## src/rtl/deep_chain_result_fifo.sv

```systemverilog
// FWFT result FIFO for the deep assign chain, with rotate-XOR signature, push counter and sticky handshake-error flag.
// Define DCRF_MINMAX_EN to add running min/max outputs.
module deep_chain_result_fifo #(
    parameter int DEPTH = 4,
    parameter int CNT_W = 16
) (
    input  logic                     clk,
    input  logic                     rst_n,
    input  logic                     dcrf_in_valid,
    input  logic [15:0]              dcrf_in_data,
    output logic                     dcrf_in_ready,
    output logic                     dcrf_out_valid,
    output logic [15:0]              dcrf_out_data,
    input  logic                     dcrf_out_ready,
    input  logic                     dcrf_sig_clr,
    output logic [$clog2(DEPTH):0]   dcrf_level,
    output logic [15:0]              dcrf_sig,
    output logic [CNT_W-1:0]         dcrf_total,
    output logic                     dcrf_proto_err
`ifdef DCRF_MINMAX_EN
    ,
    output logic [15:0]              dcrf_min,
    output logic [15:0]              dcrf_max
`endif
);

    localparam int PW = $clog2(DEPTH);
    localparam int LW = PW + 1;

    typedef enum logic [1:0] {EMPTY, PARTIAL, FULL} occ_e;

    occ_e              state_q, state_d;
    logic [15:0]       mem_q [DEPTH];
    logic [PW-1:0]     rd_ptr_q, wr_ptr_q;
    logic [LW-1:0]     level_q, level_d;
    logic [15:0]       sig_q, sig_d;
    logic [CNT_W-1:0]  total_q, total_d;
    logic              perr_q, perr_d;
    logic              prev_stall_q;
    logic [15:0]       prev_data_q;
    logic              push, pop, violation;

    assign push      = dcrf_in_valid && dcrf_in_ready;
    assign pop       = dcrf_out_valid && dcrf_out_ready;
    // A stalled word must stay valid and unchanged until it is accepted.
    assign violation = prev_stall_q && (!dcrf_in_valid || (dcrf_in_data != prev_data_q));

    always_comb begin
        level_d = level_q;
        if (push && !pop) begin
            level_d = level_q + LW'(1);
        end else if (pop && !push) begin
            level_d = level_q - LW'(1);
        end
    end

    always_ff @(posedge clk or negedge rst_n) begin
        if (!rst_n) begin
            state_q <= EMPTY;
        end else begin
            state_q <= state_d;
        end
    end

    always_comb begin
        state_d = state_q;
        unique case (state_q)
            EMPTY:   if (push) state_d = PARTIAL;
            PARTIAL: begin
                if (level_d == LW'(DEPTH)) begin
                    state_d = FULL;
                end else if (level_d == '0) begin
                    state_d = EMPTY;
                end
            end
            FULL:    if (pop) state_d = PARTIAL;
            default: state_d = EMPTY;
        endcase
    end

    always_comb begin
        dcrf_in_ready  = (state_q != FULL);
        dcrf_out_valid = (state_q != EMPTY);
        dcrf_out_data  = dcrf_out_valid ? mem_q[rd_ptr_q] : 16'h0000;
    end

    always_ff @(posedge clk) begin
        if (push) begin
            mem_q[wr_ptr_q] <= dcrf_in_data;
        end
    end

    always_ff @(posedge clk or negedge rst_n) begin
        if (!rst_n) begin
            rd_ptr_q <= '0;
            wr_ptr_q <= '0;
            level_q  <= '0;
        end else begin
            if (push) wr_ptr_q <= wr_ptr_q + PW'(1);
            if (pop)  rd_ptr_q <= rd_ptr_q + PW'(1);
            level_q <= level_d;
        end
    end

    // Clear wins over the update rules; a push in the clear cycle seeds the new run.
    always_comb begin
        sig_d   = sig_q;
        total_d = total_q;
        perr_d  = perr_q || violation;
        if (dcrf_sig_clr) begin
            sig_d   = push ? dcrf_in_data : 16'h0000;
            total_d = push ? CNT_W'(1) : '0;
            perr_d  = 1'b0;
        end else if (push) begin
            sig_d   = {sig_q[14:0], sig_q[15]} ^ dcrf_in_data;
            total_d = total_q + CNT_W'(1);
        end
    end

    always_ff @(posedge clk or negedge rst_n) begin
        if (!rst_n) begin
            sig_q        <= '0;
            total_q      <= '0;
            perr_q       <= 1'b0;
            prev_stall_q <= 1'b0;
            prev_data_q  <= '0;
        end else begin
            sig_q        <= sig_d;
            total_q      <= total_d;
            perr_q       <= perr_d;
            prev_stall_q <= dcrf_in_valid && !dcrf_in_ready;
            prev_data_q  <= dcrf_in_data;
        end
    end

    assign dcrf_level     = level_q;
    assign dcrf_sig       = sig_q;
    assign dcrf_total     = total_q;
    assign dcrf_proto_err = perr_q;

`ifdef DCRF_MINMAX_EN
    logic [15:0] min_q, max_q;

    always_ff @(posedge clk or negedge rst_n) begin
        if (!rst_n) begin
            min_q <= 16'hFFFF;
            max_q <= 16'h0000;
        end else if (dcrf_sig_clr) begin
            min_q <= push ? dcrf_in_data : 16'hFFFF;
            max_q <= push ? dcrf_in_data : 16'h0000;
        end else if (push) begin
            if (dcrf_in_data < min_q) min_q <= dcrf_in_data;
            if (dcrf_in_data > max_q) max_q <= dcrf_in_data;
        end
    end

    assign dcrf_min = min_q;
    assign dcrf_max = max_q;
`endif

endmodule

```

## config.mk

```make
export PLATFORM = sky130hd
export DESIGN_NAME = deep_chain_result_fifo
export DESIGN_NICKNAME = d
export VERILOG_FILES = /design/src/rtl/deep_chain_result_fifo.sv
export SDC_FILE = /design/constraint.sdc
export NUM_CORES = 1
export LEC_CHECK = 0
export CORE_UTILIZATION = 40
export DETAILED_ROUTE_END_ITERATION = 10
export DONT_BUFFER_PORTS = 1
export PLACE_DENSITY = 0.55
export SYNTH_ARGS = -nofsm -noshare
export SYNTH_HDL_FRONTEND = slang
export SYNTH_SLANG_ARGS = --single-unit
```

## constraint.sdc

```tcl
create_clock -name clk -period 2.6 [get_ports clk]
set_input_delay 0.78 -clock clk [delete_from_list [all_inputs] [get_ports clk]]
set_output_delay 0.78 -clock clk [all_outputs]
set_load 0.1 [all_outputs]
```

==> results.cfg <==
[clock_tree]
tritoncts = yes
postCtsSetupRepairBufs = 0
cts_hold_buffers = 0
tritoncts_num_sinks = 123
htree_num_levels = 4
cts_max_path_buffers = 2
skew_pair_late_insertion_delay_ns = 0.41
numCtsBuffers = 17
worst_setup_hold_path_clk_slew_ns = 0.05
cts_root_buffer = sky130_fd_sc_hd__clkbuf_16

[worst_setup_path]
cp.required_ns = 1.82
crit_arrival_ns = 1.84
timing_worst_setup_path_type = reg2out
critical_path_startpoint_category = flip-flop
slowest_delay_ns = 0.52
cp.buffers_inverters = 2
cpLargestDelayFamily = multiplexers
crit_path_end_kind = primary output
path_cells = buf_8, mux4_2, nor2b_2, buf_12
crit_slowest_cell = sky130_fd_sc_hd__mux4_2
cp_max_fo = 10

[layout]
fraction_of_layout_instances_using_a_drive_strength_above_1_pct = 27.9
inserted_diodes = 0
final_net_count = 485
finish.utilization_pct = 53.4
post_layout_nonfiller_instances = 642
regArea_um2 = 3400
fillers = 1119
most-common-layout-cells = sky130_fd_sc_hd__edfxtp_1, sky130_fd_sc_hd__dfrtp_1, sky130_fd_sc_hd__buf_4
layout.cells.most_common = sky130_fd_sc_hd__edfxtp_1
syn2layout_area_growth_pct = 28.8
multi_input_comb_area_um2 = 1780

[die]
core_area_um2 = 12700
die_h_um = 117
floorplan.die_area_um2 = 13700
initial_utilization_pct = 41.5
die_width_um = 117
placement_rows = 41
ios = 75

[sta]
fin_ws_ns = -0.0226
finalHoldViolations = 0
finClkSkew_ns = 0.00382
grt_setup_unrepaired = true
setup_viol = 3
layout_worst_path_cycle_share_pct = 101
timing_max_transition_violations_final = 0
timing.max_slew.rel_slack_pct = 68.0
final.min_clock_period_ns = 2.62
worst_pin_slew_ns = 0.480
fmaxAchievable_mhz = 381

[logic_synthesis]
syn_area_per_cell_um2 = 13.5
synth_seq_cells = 123
post_synth_num_cell_types = 37
netlist_area_um2 = 5280
synthArstFlopShare_pct = 48.0
number_of_flops_mapped_to_enable_cells_by_yosys = 64
synthesis.yosys.warnings = 0
synth_ff_type = sky130_fd_sc_hd__edfxtp_1
syn_inst = 392
syn-num-nets = 420
synth_sequential_area_ratio_pct = 64.4

[place]
dpl.cell_count = 610
dp_hpwl_mm = 7.13
gp_routability_congestion = 0.737
buffer_ports.inserted = 0
place_ws_ns = 0.358

[routing]
ant_nets = 0
drc = 0
detail_route.vias_per_cell = 5.08
via_count = 3264
drt-total-wl_mm = 10.7
drt-initial-drc-count = 231
detail_route.first_pass.iterations = 4
wire_per_inst_um = 16.7

[pwr]
power_switching_share_pct = 42.3
p_leak_uw = 0.00263
netSwitchingPower_uw = 4170
power-per-cell-area_nw_per_um2 = 1450
worst_ir_drop_vdd_mv = 0.823
intPower_uw = 5690
pwr-share-seq_pct = 26.3
power_frac_clock_pct = 24.4
power.share.combinational_pct = 49.3

[run_status]
failing_checks = setup timing
status = finished, violations left

[global_routing]
via_count_of_the_first_global_routing_pass = 3131
gr-usage-all-layers_pct = 17.0
globalRouteOverflowTotal = 0
grt_first_pass_wirelength_mm = 16.6
antenna_found_initial = 0
pin_count_of_the_biggest_net_entering_global_routing = 60

[min_path]
hp-class = in2async

[run]
maxCapViolCount = 0
[per-stage QoR]
| stage | power (uW) | hold WS (ns) | cell area, um2 | TNS (ns) |
|---|---|---|---|---|
| after global routing | 10200 | 0.0490 | 6800 | -0.685 |
| after floorplan | 6130 | 0.484 | 5360 | -0.0894 |
| after detailed placement | 7520 | 0.486 | 6180 | 0 |
| final | 9860 | 0.0685 | 6800 | -0.0303 |
| after CTS | 9960 | 0.0532 | 6790 | -0.253 |
| after global placement | 7440 | 0.486 | 6180 | 0 |
[routing by layer]
layer	track usage, %	wire length, um	vias to the layer above
met1	21.4	4890	1634
met4	5.32	115	0
met2	26.8	5100	60
met3	6.95	643	11
met5	0	0	-
li1	-	-	1559
[repair_timing]
| action | in CTS | in global routing |
|---|---|---|
| resized for setup | 1 | 2 |
| setup endpoints to repair | 13 | 16 |
| hold endpoints to repair | 0 | 0 |
[registers in the layout (all words and copies together) (netlist names)]
| register | count |
|---|---|
| dcrf_level | 3 |
| dcrf_proto_err | 1 |
| dcrf_sig | 16 |
| dcrf_total | 16 |
| mem_q | 64 |
| prev_data_q | 16 |
| prev_stall_q | 1 |
| rd_ptr_q | 2 |
| state_q | 2 |
| wr_ptr_q | 2 |
[worst register-to-register path, cell delays in order, from the launching register on]
cell and delay, ns:
sky130_fd_sc_hd__dfrtp_1 0.44, sky130_fd_sc_hd__nand2b_4 0.27, sky130_fd_sc_hd__and2_1 0.46, sky130_fd_sc_hd__xnor2_1 0.24
sky130_fd_sc_hd__a22oi_2 0.12, sky130_fd_sc_hd__a31o_1 0.24
[layout make-up]
cell class	instances	area share, %
Clock buffer	19	6.37
Clock inverter	13	2.56
Inverter	26	1.44
Multi-Input combinational cell	225	26.1
Sequential cell	123	50.0
Tap cell	172	3.17
Timing Repair Buffer	64	10.4
[cells in the mapped netlist, types with 2 or more instances]
cell | instances | share of area (%)
sky130_fd_sc_hd__nor2b_1 | 18 | 2.1
sky130_fd_sc_hd__nand2_1 | 16 | 1.1
sky130_fd_sc_hd__and3_1 | 5 | 0.59
sky130_fd_sc_hd__nor2_1 | 13 | 0.92
sky130_fd_sc_hd__o21ai_0 | 23 | 2.2
sky130_fd_sc_hd__edfxtp_1 | 64 | 36
sky130_fd_sc_hd__nand4_1 | 5 | 0.59
sky130_fd_sc_hd__clkbuf_1 | 11 | 0.78
sky130_fd_sc_hd__or3_1 | 4 | 0.47
sky130_fd_sc_hd__ha_1 | 7 | 1.7
sky130_fd_sc_hd__nor3_1 | 22 | 2.1
sky130_fd_sc_hd__buf_4 | 2 | 0.28
sky130_fd_sc_hd__nand3_1 | 6 | 0.57
sky130_fd_sc_hd__o22ai_1 | 16 | 1.9
sky130_fd_sc_hd__mux4_2 | 16 | 6.8
sky130_fd_sc_hd__and4_1 | 3 | 0.50
sky130_fd_sc_hd__nand3_2 | 2 | 0.38
sky130_fd_sc_hd__dfrtp_1 | 59 | 28
sky130_fd_sc_hd__buf_2 | 3 | 0.28
sky130_fd_sc_hd__a21oi_1 | 24 | 2.3
sky130_fd_sc_hd__xor2_1 | 6 | 1.0
sky130_fd_sc_hd__xnor2_1 | 27 | 4.5
sky130_fd_sc_hd__inv_1 | 26 | 1.8
[path summary, 6_finish.rpt]
check	start	to	slack (ns)	cells after the start
setup / recovery	rd_ptr_q[0]	dcrf_out_data[2]	-0.02	4
hold / removal	rst_n	dcrf_level[2]	0.07	0
setup reg to reg	state_q[0]	state_q[0]	0.74	5
hold reg to reg	dcrf_level[2]	dcrf_level[2]	0.54	2
max in group asynchronous	rst_n	prev_data_q[7]	2.41	0
min in group clk	dcrf_in_data[8]	prev_data_q[8]	0.40	0
[power by group through the flow]
stage	Combinational [uW]	Clock, uW	Sequential (uW)
2_1_floorplan	2850	0	3280
3_3_place_gp	4830	0	2610
3_5_place_dp	4900	0	2620
4_1_cts	4910	2450	2590
5_1_grt	5080	2530	2620
6_report	4870	2410	2590
[kinds of logic after synthesis]
group / Yosys count / share of synthesized area [%]
flip-flops: 123 / 64.4
AND/OR/NAND/NOR: 100 / 10.4
AO/OA/AOI/OAI: 69 / 7.80
buffers and inverters: 44 / 3.48
XOR/XNOR: 33 / 5.48
multiplexers: 16 / 6.83
adder cells (fa/ha/maj): 7 / 1.66
(Power assumes the default switching activity.)
